===== src/rtl/life_engine.sv =====
// life_engine: streaming Game-of-Life stepper, one cell in per cycle, packed next-generation words out.
// Optional macro LIFE_POP_COUNT_EN adds the population output and its live-cell counter.
`default_nettype none

module life_engine #(
  parameter int         H_CELLS      = 800,
  parameter int         V_CELLS      = 600,
  parameter int         PACK         = 8,
  parameter logic [8:0] RULE_BIRTH   = 9'b000001000,
  parameter logic [8:0] RULE_SURVIVE = 9'b000001100
) (
  input  logic                                       clk_pixel,
  input  logic                                       rst_n,
  input  logic                                       cell_valid,
  input  logic                                       cell_in,
  input  logic                                       sof,
  output logic                                       in_ready,
  output logic                                       out_valid,
  output logic [PACK-1:0]                            out_data,
  output logic [$clog2(H_CELLS*V_CELLS/PACK)-1:0]    out_addr,
  output logic                                       frame_done,
  output logic [15:0]                                generation
`ifdef LIFE_POP_COUNT_EN
  ,
  output logic [19:0]                                population
`endif
);

  localparam int N_CELLS = H_CELLS * V_CELLS;
  localparam int AW      = $clog2(N_CELLS / PACK);
  localparam int IW      = $clog2(N_CELLS + 1);
  localparam int XW      = $clog2(H_CELLS + 2);
  localparam int YW      = $clog2(V_CELLS);
  localparam int BW      = (PACK > 1) ? $clog2(PACK) : 1;
  localparam int SR_LEN  = 2 * H_CELLS + 2;

  localparam logic [2:0] S_IDLE  = 3'd0;
  localparam logic [2:0] S_FILL  = 3'd1;
  localparam logic [2:0] S_RUN   = 3'd2;
  localparam logic [2:0] S_FLUSH = 3'd3;
  localparam logic [2:0] S_DONE  = 3'd4;

  logic [2:0]        state_q, state_d;
  logic [IW-1:0]     idx_q, idx_d;
  logic [XW-1:0]     ox_q, ox_d, fcnt_q, fcnt_d;
  logic [YW-1:0]     oy_q, oy_d;
  logic [BW-1:0]     bcnt_q, bcnt_d;
  logic [AW-1:0]     waddr_q, waddr_d;
  logic              s1_v_q, s1_bit_q, s1_last_q;
  logic [AW-1:0]     s1_addr_q;
  logic [PACK-1:0]   acc_q;
  logic              out_valid_q;
  logic [PACK-1:0]   out_data_q;
  logic [AW-1:0]     out_addr_q;
  logic [15:0]       gen_q;
  logic [SR_LEN-1:0] sr_q;

  logic              accept, start, emit_v, emit_bit, ring, centre, next_cell, word_last;
  logic [7:0]        nb;
  logic [3:0]        nb_cnt;
  logic [PACK:0]     word_ext;

  assign accept   = cell_valid && in_ready;
  assign in_ready = (state_q == S_IDLE) || (state_q == S_FILL) || (state_q == S_RUN);

  // sr_q[k] holds the cell accepted k+1 cycles-of-acceptance ago; the newest cell is the
  // bottom-right neighbour of the cell being finalised, which sits H_CELLS+1 back.
  always_ff @(posedge clk_pixel) begin
    if (accept) sr_q <= {sr_q[SR_LEN-2:0], cell_in};
  end

  assign nb = {sr_q[2*H_CELLS+1], sr_q[2*H_CELLS], sr_q[2*H_CELLS-1],
               sr_q[H_CELLS+1],                     sr_q[H_CELLS-1],
               sr_q[1],           sr_q[0],          cell_in};
  assign centre = sr_q[H_CELLS];

  always_comb begin
    nb_cnt = 4'd0;
    for (int k = 0; k < 8; k++) nb_cnt = nb_cnt + {3'b000, nb[k]};
  end

  assign next_cell = centre ? RULE_SURVIVE[nb_cnt] : RULE_BIRTH[nb_cnt];
  assign ring      = (ox_q == '0) || (ox_q == XW'(H_CELLS-1)) ||
                     (oy_q == '0) || (oy_q == YW'(V_CELLS-1));
  assign word_last = (bcnt_q == BW'(PACK-1));
  assign word_ext  = {acc_q, s1_bit_q};

  always_comb begin
    state_d  = state_q;
    idx_d    = idx_q;
    fcnt_d   = fcnt_q;
    start    = 1'b0;
    emit_v   = 1'b0;
    emit_bit = 1'b0;
    case (state_q)
      S_IDLE: begin
        if (accept && sof) begin
          state_d = S_FILL;
          idx_d   = IW'(1);
          start   = 1'b1;
        end
      end
      S_FILL, S_RUN: begin
        if (accept) begin
          if (sof) begin
            state_d = S_FILL;
            idx_d   = IW'(1);
            start   = 1'b1;
          end else begin
            idx_d = idx_q + 1'b1;
            if (state_q == S_RUN) begin
              emit_v   = 1'b1;
              emit_bit = ~ring & next_cell;
            end
            if (idx_q == IW'(H_CELLS)) state_d = S_RUN;
            if (idx_q == IW'(N_CELLS-1)) begin
              state_d = S_FLUSH;
              fcnt_d  = '0;
            end
          end
        end
      end
      S_FLUSH: begin
        // H_CELLS+1 zero ring cells, then one extra cycle lets the last word leave stage 1.
        fcnt_d = fcnt_q + 1'b1;
        if (fcnt_q <= XW'(H_CELLS)) emit_v = 1'b1;
        if (fcnt_q == XW'(H_CELLS+1)) state_d = S_DONE;
      end
      S_DONE:  state_d = S_IDLE;
      default: state_d = S_IDLE;
    endcase
  end

  always_comb begin
    ox_d    = ox_q;
    oy_d    = oy_q;
    bcnt_d  = bcnt_q;
    waddr_d = waddr_q;
    if (start) begin
      ox_d    = '0;
      oy_d    = '0;
      bcnt_d  = '0;
      waddr_d = '0;
    end else if (emit_v) begin
      if (ox_q == XW'(H_CELLS-1)) begin
        ox_d = '0;
        oy_d = oy_q + 1'b1;
      end else begin
        ox_d = ox_q + 1'b1;
      end
      if (word_last) begin
        bcnt_d  = '0;
        waddr_d = waddr_q + 1'b1;
      end else begin
        bcnt_d = bcnt_q + 1'b1;
      end
    end
  end

  always_ff @(posedge clk_pixel or negedge rst_n) begin
    if (!rst_n) begin
      state_q     <= S_IDLE;
      idx_q       <= '0;
      fcnt_q      <= '0;
      ox_q        <= '0;
      oy_q        <= '0;
      bcnt_q      <= '0;
      waddr_q     <= '0;
      s1_v_q      <= 1'b0;
      s1_bit_q    <= 1'b0;
      s1_last_q   <= 1'b0;
      s1_addr_q   <= '0;
      acc_q       <= '0;
      out_valid_q <= 1'b0;
      out_data_q  <= '0;
      out_addr_q  <= '0;
      gen_q       <= '0;
    end else begin
      state_q     <= state_d;
      idx_q       <= idx_d;
      fcnt_q      <= fcnt_d;
      ox_q        <= ox_d;
      oy_q        <= oy_d;
      bcnt_q      <= bcnt_d;
      waddr_q     <= waddr_d;
      s1_v_q      <= emit_v;
      s1_bit_q    <= emit_bit;
      s1_last_q   <= word_last;
      s1_addr_q   <= waddr_q;
      out_valid_q <= 1'b0;
      // A restart drops any partially packed word so nothing of the old frame escapes.
      if (start) begin
        acc_q <= '0;
      end else if (s1_v_q) begin
        if (s1_last_q) begin
          out_valid_q <= 1'b1;
          out_data_q  <= word_ext[PACK-1:0];
          out_addr_q  <= s1_addr_q;
          acc_q       <= '0;
        end else begin
          acc_q <= word_ext[PACK-1:0];
        end
      end
      if (state_q == S_FLUSH && state_d == S_DONE) gen_q <= gen_q + 1'b1;
    end
  end

  assign out_valid  = out_valid_q;
  assign out_data   = out_data_q;
  assign out_addr   = out_addr_q;
  assign frame_done = (state_q == S_DONE);
  assign generation = gen_q;

`ifdef LIFE_POP_COUNT_EN
  logic [19:0] pop_acc_q, pop_q;

  always_ff @(posedge clk_pixel or negedge rst_n) begin
    if (!rst_n) begin
      pop_acc_q <= '0;
      pop_q     <= '0;
    end else begin
      if (start)               pop_acc_q <= '0;
      else if (emit_v)         pop_acc_q <= pop_acc_q + {19'd0, emit_bit};
      if (state_q == S_FLUSH && state_d == S_DONE) pop_q <= pop_acc_q;
    end
  end

  assign population = pop_q;
`endif

endmodule

`default_nettype wire


===== config.mk =====
export PLATFORM = sky130hd
export DESIGN_NAME = life_engine
export DESIGN_NICKNAME = d
export VERILOG_FILES = /design/src/rtl/life_engine.sv
export SDC_FILE = /design/constraint.sdc
export NUM_CORES = 1
export LEC_CHECK = 0
export CAP_MARGIN = 40
export CORE_MARGIN = 2
export CORE_UTILIZATION = 55
export CTS_BUF_LIST = sky130_fd_sc_hd__clkbuf_8
export DETAILED_ROUTE_END_ITERATION = 16
export GPL_TIMING_DRIVEN = 0
export PLACE_DENSITY = 0.69
export SKIP_LAST_GASP = 1
export SLEW_MARGIN = 20
export SYNTH_ARGS = -nofsm -noshare
export SYNTH_HDL_FRONTEND = slang
export SYNTH_SLANG_ARGS = --single-unit

===== constraint.sdc =====
create_clock -name clk_pixel -period 46.9 [get_ports clk_pixel]
set_clock_uncertainty 0.05 [all_clocks]
set_input_delay 14.07 -clock clk_pixel [delete_from_list [all_inputs] [get_ports clk_pixel]]
set_output_delay 14.07 -clock clk_pixel [all_outputs]
set_load 0.05 [all_outputs]

-- After elaboration in Yosys (flattened, before gate mapping)
Memories as Yosys holds them, arrays and structs flattened.
Cells that the tools add are included.
W data, S select, Z words.
- register bits: 1740
- bits in read-only memories: 32
- input port bits: 5
- output and inout bits: 43
- word-level logic and storage cells: 125
- memories kept: 2
- memories (memory ; depth ; width ; read ports ; clocked after Yosys merged registers in ; write ports ; RTL line ; RTL):
    (no name shown) ; 16 ; 1 ; 1 ; 0 ; 0 ; 82 ; assign next_cell = centre ? RULE_SURVIVE[nb_cnt] : RULE_BIRTH[nb_cnt];
    (no name shown) ; 16 ; 1 ; 1 ; 0 ; 0 ; 82 ;
- $add $sub $neg: 14
- order comparisons: 2
- equal/unequal tests: 15
- muxes and demuxes: 49
- bitwise gates (word level): 3
- reductions and logical operators: 23
- operators with widths (operator ; count):
    $mux W10 ; 9
    $mux W19 ; 3
    $mux W16 ; 3
    $pmux W19 S2 ; 1
    $add A16 B1 Y16 const B ; 2
    $add A10 B1 Y10 const B ; 3
    $eq A10 B10 Y1 const B ; 3
    $mux W3 ; 9
    $mux W7 ; 3
    $logic_not A10 Y1 ; 2
    $pmux W10 S2 ; 1
    $add A19 B1 Y19 const B ; 1
    $eq A19 B10 Y1 const B ; 1
    $eq A19 B19 Y1 const B ; 1
    $mux W1 ; 17
    $add A4 B1 Y4 ; 4
    $reduce_bool A2 Y1 ; 6
    $le A10 B10 Y1 const B ; 1
    $eq A3 B3 Y1 const B ; 3
    $pmux W3 S3 ; 1
    $eq A3 B2 Y1 const B ; 2
    $ne A2 B2 Y1 const B ; 3
    $reduce_and A3 Y1 ; 2
    $logic_or A1 B1 Y1 ; 5
    other kinds (15) ; 20

-- Longest topological paths before layout
- word-level depth: 15
- mapped depth: 10
- depth with buffers taken out: 10

-- Worst setup path before layout
OpenSTA, ideal clock, no wires.
- path type: input to register
- start: input cell_valid
- end: register sr_q[0], enable pin
- library setup time: 1.933 ns
- arrival: 45.235 ns
- required time: 44.917 ns
- setup slack: -0.318 ns
- stages: 3
- buffers on the path: 0
- cell sequence: nor2b_1 > nand2_1 > inv_1
- cells in the longest elaborated chain, start to end: 1
- RTL lines (what ; RTL line ; RTL):
    from (decl) ; 14 ; input logic cell_valid,
    $logic_and A1 B1 Y1 ; 63 ; assign accept = cell_valid && in_ready;
    named net accept ; 58 ; logic accept, start, emit_v, emit_bit, ring, centre, next_cell, word_last;
    to (signal assigned) ; 69 ; if (accept) sr_q <= {sr_q[SR_LEN-2:0], cell_in};
    to (decl) ; 56 ; logic [SR_LEN-1:0] sr_q;
The timed path passes the listed nets, and every way through them passes these cells.
A chain may end at the register's enable or synchronous reset.

-- Final worst setup path
- start: input cell_valid
- end: register sr_q[386], enable pin
Same word-level chain as after synthesis.

==> reports/results.txt <==
postcts setup bufs - 0
Power Density - 45.52 mW/mm^2
Slew headroom - 41.16%
RSZ-0062 raised after global routing - no
crit-path most repeated cell - buf_12
Worst-path clk slew - 0.06 ns
post-layout min period - 17.10 ns
width of the die - 320.0 microns
syn_nets - 2299
All-Layer GR Usage - 14.16%
CP required - 47.42 ns
Residual DRC - 0
antenna-violating nets left - 0
crit-path leading delay family - buffers and inverters
layout cells sized above 1 - 14.95%
Synth Instances - 2274
most common cell after layout, fill and taps aside - edfxtp_1
leakage power - 17.43 nW
Slew @ Worst Pin - 0.8826 ns
MaxCap Viol Count - 0
final hold vios - 0
H-tree levels - 5
most frequent cells in the layout - edfxtp_1, clkbuf_8, dfrtp_1
Seq cells post-synth - 1740
setup violators final - 0
slowest CP cell - clkdlybuf4s50_1
area leader, netlist - edfxtp_1
Post-synth EDFFs - 1602
cells taking the most area after synthesis - edfxtp_1, dfrtp_1, mux2_2, a21oi_1, o21ai_0
vias per cell - 5.209
ordered cell list for the critical path - clkdlybuf4s50_1, nor2b_1, nand2_1, clkinvlp_4, buf_16, buf_12, buf_12, buf_12, buf_12, buf_12, buf_12, buf_12
Syn Std Cell Area - 0.05493 sq mm
CP max FO - 43
Tcrit/Tclk final - 36.46%
clk buf depth - 4
CP Capture Type - flop
# hold bufs at CTS - 0
initial antenna violation count - 2
CP max stage delay - 0.60 ns
gpl congestion - 0.7995
WS Path Type - in -> reg
Unique masters post-synth - 60
pin count of the biggest net entering global routing - 85
Clock Tree Root - clkbuf_8
WP buf/inv - 10
Die Y - 320.0 microns
vias in the first global route - 21640
Area Overhead vs Synth - 14.43%
# rows - 115
die area - 0.1024 sq mm
synthesized area per cell - 24.16 sq um
Crit path arrival time - 17.62 ns
placed wire-length estimate - 33.98 mm
fraction of registers with async set/reset - 7.931%
sequential fraction of the synthesis area - 93.87%
Worst-Skew Late Latency - 0.91 ns
Overflow after GRT - 0
maximum clock frequency - 58.49 MHz
drt pass-1 iters - 7
startpoint types - input port
CTS Buf Count - 280
port buffer count - 46
first-pass GRT wire length - 115.6 mm
max-slew violations - 0
hold crit path type - reg -> reg
Ports - 48
CTS sink cnt - 1740
Resized Gates After CTS - 0
CORE AREA - 0.09871 sq mm
status - complete, no violations
DRT iter0 DRCs - 1745
overall power - 2.861 mW
vias - 21490
Synth top area share - 87.58%
routed len/inst - 17.47 microns
Synth Flop Type - edfxtp_1
Max VDD drop - 24.75 uV
Syn. warnings - 0
Final Net Count - 2678
final wirelength - 72.08 mm
setup TNS - 0 ns
Initial Util - 55.65%
CTS tree - yes
final cells by class:
class | count | area (sq um)
multi-input combinational | 479 | 3149
clock buffer | 289 | 3978
antenna | 2 | 5.005
sequential | 1740 | 51560
clock inverter | 177 | 818.3
tap | 1287 | 1610
buffer | 24 | 103.9
timing repair buffer | 97 | 1514
inverter | 31 | 120.1
fill | 6246 | 35850
synthesized netlist by cell type (2+ instances only):
cell       number
ha_1           16
o32ai_1         2
edfxtp_1     1602
buf_2           5
nor4_2          4
nor3_1         16
fa_1            4
and4_1          2
nand2b_1       15
a21oi_1        43
clkbuf_1       13
nor2_1         39
buf_1           5
o21a_1          4
nand3b_1       11
mux2i_1         4
o21ai_0        43
and3_1         12
inv_1          31
nor4_1         12
o22ai_1         2
nand3_1        36
or3_1           8
nor4b_1         3
xnor2_1        14
nor2b_1         3
nand4_1        25
nand2_1        49
xor2_1         12
or4_1          20
o41ai_1         2
dfrtp_1       138
o211ai_1        2
and2_1          5
a31oi_1         4
mux2_2         25
a2111oi_0       3
o31ai_1        18
path summary, 6_finish.rpt:
kind                                 startpoint                         end  cells after the start  slack, ns
min reg2reg                 sr_q[926]$_DFFE_PP_         sr_q[927]$_DFFE_PP_                      0       0.32
max                                  cell_valid         sr_q[386]$_DFFE_PP_                     12      29.80
max in group asynchronous                 rst_n  generation[12]$_DFFE_PN0P_                      2      32.89
max reg2reg                state_q[2]$_DFF_PN0_         sr_q[386]$_DFFE_PP_                     12      43.04
min in group asynchronous                 rst_n     out_addr[2]$_DFFE_PN0P_                      1      13.17
min                         sr_q[926]$_DFFE_PP_         sr_q[927]$_DFFE_PP_                      0       0.32
state kept, by name, indices dropped and copies added, names as in the netlist, 8 cells and up:
signal      cells
fcnt_q         10
sr_q         1602
generation     16
out_data        8
waddr_q        16
ox_q           10
out_addr       16
s1_addr_q      16
idx_q          19
oy_q           10
through the flow:
| step | instance area, sq um | worst slack [ns] | util [%] | std cells | hold slack [ns] |
|---|---|---|---|---|---|
| after floorplan | 54930 | 7.990 | - | 2274 | 0.3245 |
| after global placement | 57000 | 1.620 | 57.75 | 3607 | 0.3492 |
| after detailed placement | 58060 | 28.83 | 58.82 | 3658 | 0.3531 |
| after CTS | 62850 | 29.78 | 63.68 | 4124 | 0.3154 |
| after global routing | 62860 | 29.58 | 63.68 | 4125 | 0.3218 |
| final | 62860 | 29.80 | 63.68 | 4126 | 0.3152 |
kinds of logic after synthesis:
| logic type | synth area share [%] |
|---|---|
| xor+xnor | 0.4146 |
| fa+ha+maj | 0.5102 |
| simple gates | 2.763 |
| buf+inv | 0.4009 |
| compound gates | 1.460 |
| flops | 93.87 |
| mux | 0.5854 |
layer usage:
metal / vias to the layer above / global-route usage [%] / share of wire [%] / wire length (microns)
met4: 2 / 7.397 / 3.1 / 2242
met1: 10930 / 22.30 / 51 / 37050
li1: 9850 / - / - / -
met3: 203 / 3.533 / 4.4 / 3195
met2: 508 / 18.33 / 41 / 29580
met5: - / 0 / 0.022 / 16
where the power goes:
part           leakage [nW]  total, mW  internal (mW)  switching [mW]
clock network          2.75       1.12          0.585           0.538
logic                  1.80     0.0450         0.0117          0.0334
registers              12.9       1.69           1.69         0.00188
Note: power is estimated with default switching activity, not from simulation.
